$ cat src/rtl/demux_2_stream.sv
// demux_2_stream: routes one valid/ready input stream into two buffered output channels (a, b).
// Define DEMUX_2_STREAM_CNT_EN to enable the per-channel completed-transfer counters.
module demux_2_stream #(
    parameter int DATA_W = 8,
    parameter int DEPTH  = 2
) (
    input  logic              clk,
    input  logic              rst,
    input  logic [DATA_W-1:0] in_data,
    input  logic              in_sel,
    input  logic              in_valid,
    output logic              in_ready,
    output logic [DATA_W-1:0] a_data,
    output logic              a_valid,
    input  logic              a_ready,
    output logic [DATA_W-1:0] b_data,
    output logic              b_valid,
    input  logic              b_ready,
    output logic [15:0]       a_cnt,
    output logic [15:0]       b_cnt
);

    localparam int PTR_W = (DEPTH > 1) ? $clog2(DEPTH) : 1;
    localparam int OCC_W = $clog2(DEPTH + 1);
    localparam logic [PTR_W-1:0] PTR_LAST = PTR_W'(DEPTH - 1);
    localparam logic [OCC_W-1:0] OCC_FULL = OCC_W'(DEPTH);

    // Index 0 is channel a, index 1 is channel b.
    logic [DATA_W-1:0] r_mem    [2][DEPTH];
    logic [PTR_W-1:0]  r_wr_ptr [2];
    logic [PTR_W-1:0]  r_rd_ptr [2];
    logic [OCC_W-1:0]  r_occ    [2];

    logic [1:0] w_full;
    logic [1:0] w_push;
    logic [1:0] w_pop;
    logic [1:0] w_out_ready;

    assign w_out_ready = {b_ready, a_ready};

    always_comb begin
        w_full = '0;
        w_pop  = '0;
        for (int c = 0; c < 2; c++) begin
            w_full[c] = (r_occ[c] == OCC_FULL);
            w_pop[c]  = (r_occ[c] != '0) && w_out_ready[c];
        end
    end

    // Full means no accept, even if that buffer pops this same cycle.
    assign in_ready  = in_sel ? ~w_full[1] : ~w_full[0];
    assign w_push[0] = in_valid && !in_sel && !w_full[0];
    assign w_push[1] = in_valid &&  in_sel && !w_full[1];

    always_ff @(posedge clk or posedge rst) begin
        if (rst) begin
            for (int c = 0; c < 2; c++) begin
                for (int e = 0; e < DEPTH; e++) begin
                    r_mem[c][e] <= '0;
                end
                r_wr_ptr[c] <= '0;
                r_rd_ptr[c] <= '0;
                r_occ[c]    <= '0;
            end
        end else begin
            for (int c = 0; c < 2; c++) begin
                if (w_push[c]) begin
                    r_mem[c][r_wr_ptr[c]] <= in_data;
                    r_wr_ptr[c] <= (r_wr_ptr[c] == PTR_LAST) ? '0 : r_wr_ptr[c] + 1'b1;
                end
                if (w_pop[c]) begin
                    r_rd_ptr[c] <= (r_rd_ptr[c] == PTR_LAST) ? '0 : r_rd_ptr[c] + 1'b1;
                end
                case ({w_push[c], w_pop[c]})
                    2'b10:   r_occ[c] <= r_occ[c] + 1'b1;
                    2'b01:   r_occ[c] <= r_occ[c] - 1'b1;
                    default: r_occ[c] <= r_occ[c];
                endcase
            end
        end
    end

    assign a_data  = r_mem[0][r_rd_ptr[0]];
    assign b_data  = r_mem[1][r_rd_ptr[1]];
    assign a_valid = (r_occ[0] != '0);
    assign b_valid = (r_occ[1] != '0);

`ifdef DEMUX_2_STREAM_CNT_EN
    logic [15:0] r_cnt [2];

    always_ff @(posedge clk or posedge rst) begin
        if (rst) begin
            r_cnt[0] <= '0;
            r_cnt[1] <= '0;
        end else begin
            for (int c = 0; c < 2; c++) begin
                if (w_pop[c]) begin
                    r_cnt[c] <= r_cnt[c] + 16'd1;
                end
            end
        end
    end

    assign a_cnt = r_cnt[0];
    assign b_cnt = r_cnt[1];
`else
    assign a_cnt = '0;
    assign b_cnt = '0;
`endif

endmodule

$ cat config.mk
export PLATFORM = sky130hd
export DESIGN_NAME = demux_2_stream
export DESIGN_NICKNAME = d
export VERILOG_FILES = /design/src/rtl/demux_2_stream.sv
export SDC_FILE = /design/constraint.sdc
export NUM_CORES = 1
export LEC_CHECK = 0
export CAP_MARGIN = 20
export CELL_PAD_IN_SITES_DETAIL_PLACEMENT = 2
export CELL_PAD_IN_SITES_GLOBAL_PLACEMENT = 2
export CORE_UTILIZATION = 31
export CTS_BUF_LIST = sky130_fd_sc_hd__clkbuf_4 sky130_fd_sc_hd__clkbuf_8
export DETAILED_ROUTE_END_ITERATION = 10
export PLACE_DENSITY_LB_ADDON = 0.1
export RECOVER_POWER = 100
export SKIP_LAST_GASP = 1
export SYNTH_ARGS = -nofsm -noshare
export SYNTH_HDL_FRONTEND = slang
export SYNTH_SLANG_ARGS = --single-unit
$ cat constraint.sdc
create_clock -name clk -period 2 [get_ports clk]
set_input_delay 0.4 -clock clk [delete_from_list [all_inputs] [get_ports clk]]
set_output_delay 0.4 -clock clk [all_outputs]
set_load 0.01 [all_outputs]
==> results.yml, run 1 <==
synthesis:
  synth_area_um2: 2100
  synth_cells: 157
  synthArstFlopShare_pct: 100
  synth_top_area_cell: "dfrtp_1"
  synth_area_leaders: "dfrtp_1, mux2_2, buf_4"
  ys_warn_count: 0
  synth_commonest_cells: "dfrtp_1, buf_4, mux2_2"
  synth_top_area_share_pct: 47.8
  syn-mean-instance-area_um2: 13.3
  synth_edf_count: 0
  ys.flop_type: "dfrtp_1"
  synth_seq_area_share_pct: 47.8
  ys_ff_latch: 40
  yosysMostFrequentCell: "dfrtp_1"
  ys_types: 25
timing:
  rsz0062_at_grt: "false"
  hold_viol_final: 0
  setup_violations: 0
  fin_tns_setup_ns: 0
  finalClockSkew_ns: 0.00665
  layout_min_cycle_time_ns: 1.94
  slew_headroom_pct: 32.0
  setup_slack_ns: 0.0620
  tightest_slew_ns: 1.02
  period_share_pct: 96.9
  drv_slew: 0
  hold_ws_ns: 0.486
  fmax_mhz: 516
power:
  irDropWorstVdd_mv: 0.393
  swShare_pct: 33.2
  p_clk_share_pct: 14.6
  p_int_mw: 2.57
  pwr-share-comb_pct: 46.8
  p_leak_nw: 1.17
  seq_power_share_pct: 38.6
  power.density_nw_per_um2: 1530
  p_total_mw: 3.85
  p_sw_mw: 1.28
worst_hold_path:
  hold_path.class: "reg -> reg"
route:
  drt-pass1-iter-count: 8
  drtAntennaViolNets: 0
  wirelength_um: 4360
  drc: 17
  via_per_inst: 4.35
  dr_total_vias: 1243
  first_iter_violations: 62
  wl_per_cell_um: 15.2
layout:
  area_growth_pct: 20.3
  drive_above_1_share_pct: 31.1
  final_cells: 286
  antenna_cells: 0
  final_area_um2: 2520
  final_nets: 224
  fin_util_pct: 39.3
setup_path:
  crit_buf_inv: 1
  critical-path-max-stage-delay_ns: 0.48
  path_class: "reg -> out"
  path_delay_family: "buffers and inverters"
  slowest_stage: "clkdlybuf4s50_1"
  start_kind: "flop"
  arrival_ns: 1.54
  cp_max_fo: 5
  cp-end-kind: "primary output"
  worstPathRequired_ns: 1.60
  path_cells: "or2_2 > clkdlybuf4s50_1"
clock_network:
  cts_made_buffers: 5
  clk_pin_slew_worst_paths_ns: 0.08
  cts_hold_buffers: 0
  clockBufferDepth: 2
  cts-root-buf: "clkbuf_8"
  htree_levels: 2
  cts_tree: "built"
  cts.sinks: 40
  clock_latency_ns: 0.29
placed_design:
  placed_cell_area_um2: 2470
  place.gp.congestion: 0.679
  io_buffer_count: 32
  hpwlAfterDp_um: 3170
  placed_cells: 274
  pre_cts_ws_ns: -0.0565
die:
  die_y_um: 84.2
  initial_utilization_pct: 32.6
  core_um2: 6420
  row_count: 29
  die_w_um: 84.2
  pin_count: 65
  die-area_um2: 7090
grt:
  overflow: 0
  antenna_found_initial: 0
  grt_usage_pct: 13.4
  grt_pass1_vias: 1382
  grt_max_degree: 41
  grt_pass1_wl_um: 7090
run_status:
  status: "complete, but fails checks"
  violations: "design-rule violations"
run:
  drv_cap: 0
[path summary, 6_finish.rpt]
kind	start	end	slack [ns]	cells past startpoint
max	r_occ[0]$_DFFE_PP0P_	b_valid	0.06	2
min	r_mem[30]$_DFFE_PP0P_	r_mem[30]$_DFFE_PP0P_	0.49	1
max reg2reg	r_occ[0]$_DFFE_PP0P_	r_occ[1]$_DFFE_PP0P_	0.33	5
min reg2reg	r_mem[30]$_DFFE_PP0P_	r_mem[30]$_DFFE_PP0P_	0.49	1
max in group asynchronous	rst	r_rd_ptr[1]$_DFFE_PP0P_	0.44	3
min in group asynchronous	rst	r_mem[17]$_DFFE_PP0P_	0.88	3
[power groups by stage]
stage	Clock (mW)	Sequential, mW	Combinational, mW
finish	0.564	1.49	1.80
global route	0.625	1.54	1.97
CTS	0.601	1.50	1.94
detailed placement	0	1.59	1.94
global placement	0	1.55	1.88
floorplan	0	1.41	1.27
[routing by layer]
layer	up-vias	share of wire (%)	wire (um)	track usage [%]
met1	626	40	1770	15.2
met5	-	0	0	0
met4	0	1.6	71	5.17
met3	5	4.9	215	3.44
met2	44	53	2310	24.1
li1	568	-	-	-
[kinds of logic after synthesis]
| group | share of synthesized area (%) |
|---|---|
| AOI/OAI and AO/OA | 0.239 |
| and+or+nand+nor | 6.69 |
| muxes | 27.2 |
| DFF | 47.8 |
| buffers and inverters | 12.5 |
| adders and majority gates | 1.19 |
| other | 0.179 |
| xor gates and xnor gates | 4.18 |
[cells in the final DEF, fill, tap and decap left out, types with 2 or more instances in the layout]
master	Yosys	routed
mux2_4	8	6
mux2_2	32	32
clkbuf_4	0	2
nand2b_1	3	4
xnor2_1	6	6
clkdlybuf4s50_1	0	13
nor3_2	0	2
xor2_1	4	4
buf_4	32	2
clkbuf_2	0	7
conb_1	1	32
or2_2	2	2
dfrtp_2	0	2
nor2_1	3	3
clkbuf_1	2	4
ha_1	2	2
dlygate4sd2_1	0	16
clkbuf_8	0	6
dfrtp_1	40	38
and2_0	0	2
mux2_1	8	10
dlygate4sd3_1	0	2
[worst register-to-register path, cell delays in order, from the launching register on]
cell and delay, ns:
dfrtp_1 0.44, or2_2 0.33, and2_0 0.20, ha_1 0.34
nor2_1 0.14, xor2_1 0.15
[flip-flops by register name (all words and copies together), names as in the netlist]
signal / cells
r_wr_ptr: 2
r_mem: 32
r_rd_ptr: 2
r_occ: 4
[repair_timing]
item,CTS,global route
setup buffers,4,0
endpoints found under the setup margin,17,1
resized for setup,20,1
[layout make-up]
class | instances | area (um^2)
multi-input cells | 112 | 921
fillers | 690 | 3900
repair buffers | 48 | 399
inverters | 1 | 3.75
clock inverters | 1 | 7.51
well taps | 77 | 96.3
flip-flops and latches | 40 | 1000
clock buffers | 7 | 90.1
Power figures use the tool's default switching activity.
==> run 2: changes to the inputs <==
CORE_UTILIZATION = 28   (was 31)
clock period = 1.7 ns   (was 2 ns; I/O delays follow)
==> run 2 against run 1 <==
Compared with the run above: the flow now finishes without violations; first-iteration DRC count shrank 71%; combinational power grew 21%; setup slack lost 0.044 ns; power grew 25%.
==> results.yml, run 2 (same netlist as run 1, synthesis figures left out) <==
die:
  core_um2: 7250
  die-area_um2: 7830
  die_y_um: 88.5
  initial_utilization_pct: 28.9
  row_count: 31
  die_w_um: 88.5
  pin_count: 65
placed_design:
  place.gp.congestion: 0.669
  placed_cell_area_um2: 2550
  hpwlAfterDp_um: 3160
  placed_cells: 298
  io_buffer_count: 32
power:
  p_sw_mw: 1.55
  pwr-share-comb_pct: 45.1
  swShare_pct: 32.2
  irDropWorstVdd_mv: 0.398
  p_clk_share_pct: 18.8
  p_leak_nw: 1.18
  p_int_mw: 3.27
  seq_power_share_pct: 36.1
  power.density_nw_per_um2: 1860
clock_network:
  clk_pin_slew_worst_paths_ns: 0.07
  cts_hold_buffers: 0
  cts_made_buffers: 5
  cts.sinks: 40
  cts_tree: "built"
  cts-root-buf: "clkbuf_8"
  clockBufferDepth: 2
  htree_levels: 2
  clock_latency_ns: 0.29
setup_path:
  cp-end-kind: "flop"
  start_kind: "primary input"
  cp_max_fo: 8
  path_class: "in -> reg"
  slowest_stage: "clkdlybuf4s50_1"
  path_delay_family: "buffers and inverters"
  arrival_ns: 1.85
  path_cells: "clkdlybuf4s50_1 > nand2b_2 > or3b_1 > buf_4 > mux2_4"
  worstPathRequired_ns: 1.87
  crit_buf_inv: 2
  critical-path-max-stage-delay_ns: 0.46
route:
  drc: 0
  drt-pass1-iter-count: 4
  drtAntennaViolNets: 0
  wirelength_um: 4410
  wl_per_cell_um: 14.3
  dr_total_vias: 1228
  first_iter_violations: 18
  via_per_inst: 3.97
timing:
  layout_min_cycle_time_ns: 1.68
  hold_viol_final: 0
  period_share_pct: 98.9
  rsz0062_at_grt: "true"
  setup_violations: 0
  drv_slew: 0
  fmax_mhz: 595
  hold_ws_ns: 0.493
  finalClockSkew_ns: 0.00524
  slew_headroom_pct: 33.2
  tightest_slew_ns: 1.00
  fin_tns_setup_ns: 0
layout:
  multiInputGateArea_um2: 957
  area_growth_pct: 23.5
  fillers: 775
  fin_util_pct: 35.7
  antenna_cells: 0
  largest-register: "r_mem"
  largestRegisters: "r_mem x32, r_occ x4"
  largest_reg_flops: 32
  drive_above_1_share_pct: 42.9
  final_area_um2: 2590
  mostFrequentLayoutCells: "dfrtp_1, conb_1, mux2_2"
  ff_latch_area_um2: 1000
  final_nets: 226
  final_common_cell: "dfrtp_1"
  final_cells: 309
grt:
  grt_pass1_wl_um: 7000
  overflow: 0
  grt_max_degree: 41
  grt_pass1_vias: 1338
  grt_usage_pct: 12.4
  antenna_found_initial: 0
worst_hold_path:
  hold_path.class: "reg -> reg"
run:
  drv_cap: 0
run_status:
  status: "finished clean"
-- run 2: cell type report --
class                      count  share of cell area (%)
sequential                    40                    38.8
multi-input combinational    112                    37.0
timing repair buffer          50                    14.3
tap                           99                    4.79
clock buffer                   5                    2.66
clock inverter                 2                    2.32
inverter                       1                   0.145
-- run 2: stage by stage --
step | setup slack (ns) | total power, mW
2_1_floorplan | 0.112 | 3.16
3_3_place_gp | -0.227 | 4.11
3_5_place_dp | -0.250 | 4.23
4_1_cts | -0.0836 | 5.13
5_1_grt | -0.0523 | 5.17
6_report | 0.0183 | 4.82
-- run 2: path summary, 6_finish.rpt --
path,cells after the start,slack (ns),endpoint,from
setup / recovery,5,0.02,r_mem[17]$_DFFE_PP0P_,in_sel
hold / removal,1,0.49,r_mem[12]$_DFFE_PP0P_,r_mem[12]$_DFFE_PP0P_
setup reg to reg,5,0.08,r_occ[1]$_DFFE_PP0P_,r_occ[0]$_DFFE_PP0P_
hold reg to reg,1,0.49,r_mem[12]$_DFFE_PP0P_,r_mem[12]$_DFFE_PP0P_
max in group asynchronous,3,0.20,r_rd_ptr[0]$_DFFE_PP0P_,rst
min in group asynchronous,3,0.82,r_rd_ptr[1]$_DFFE_PP0P_,rst
-- run 2: layer usage --
metal / routed length, um / global-route usage, % / vias up
met5: 0 / 0 / -
met4: 41 / 3.96 / 0
met3: 237 / 3.26 / 2
met2: 2260 / 21.3 / 45
met1: 1870 / 15.1 / 609
li1: - / - / 572
-- run 2: power by group through the flow --
stage | combinational (mW) | clock [mW] | sequential (mW)
floorplan | 1.50 | 0 | 1.66
global route | 2.38 | 0.968 | 1.82
detailed placement | 2.38 | 0 | 1.84
global placement | 2.32 | 0 | 1.79
CTS | 2.43 | 0.935 | 1.76
finish | 2.18 | 0.905 | 1.74
-- run 2: what timing repair did --
item	4_1_cts	5_1_grt
endpoints found under the setup margin	19	19
setup buffers	4	0
gates resized for setup	50	21
-- run 2: worst reg2reg max path, stage by stage, from the launching register on --
cell	delay, ns
dfrtp_1	0.41
or2_2	0.31
and2_0	0.20
ha_1	0.35
nor2_2	0.13
xor2_1	0.15
==> run 3: changes to the inputs <==
CAP_MARGIN = not set   (was 20)
==> results of run 3 <==
No change in the layout: final DEF, timing and power equal those of run 2.
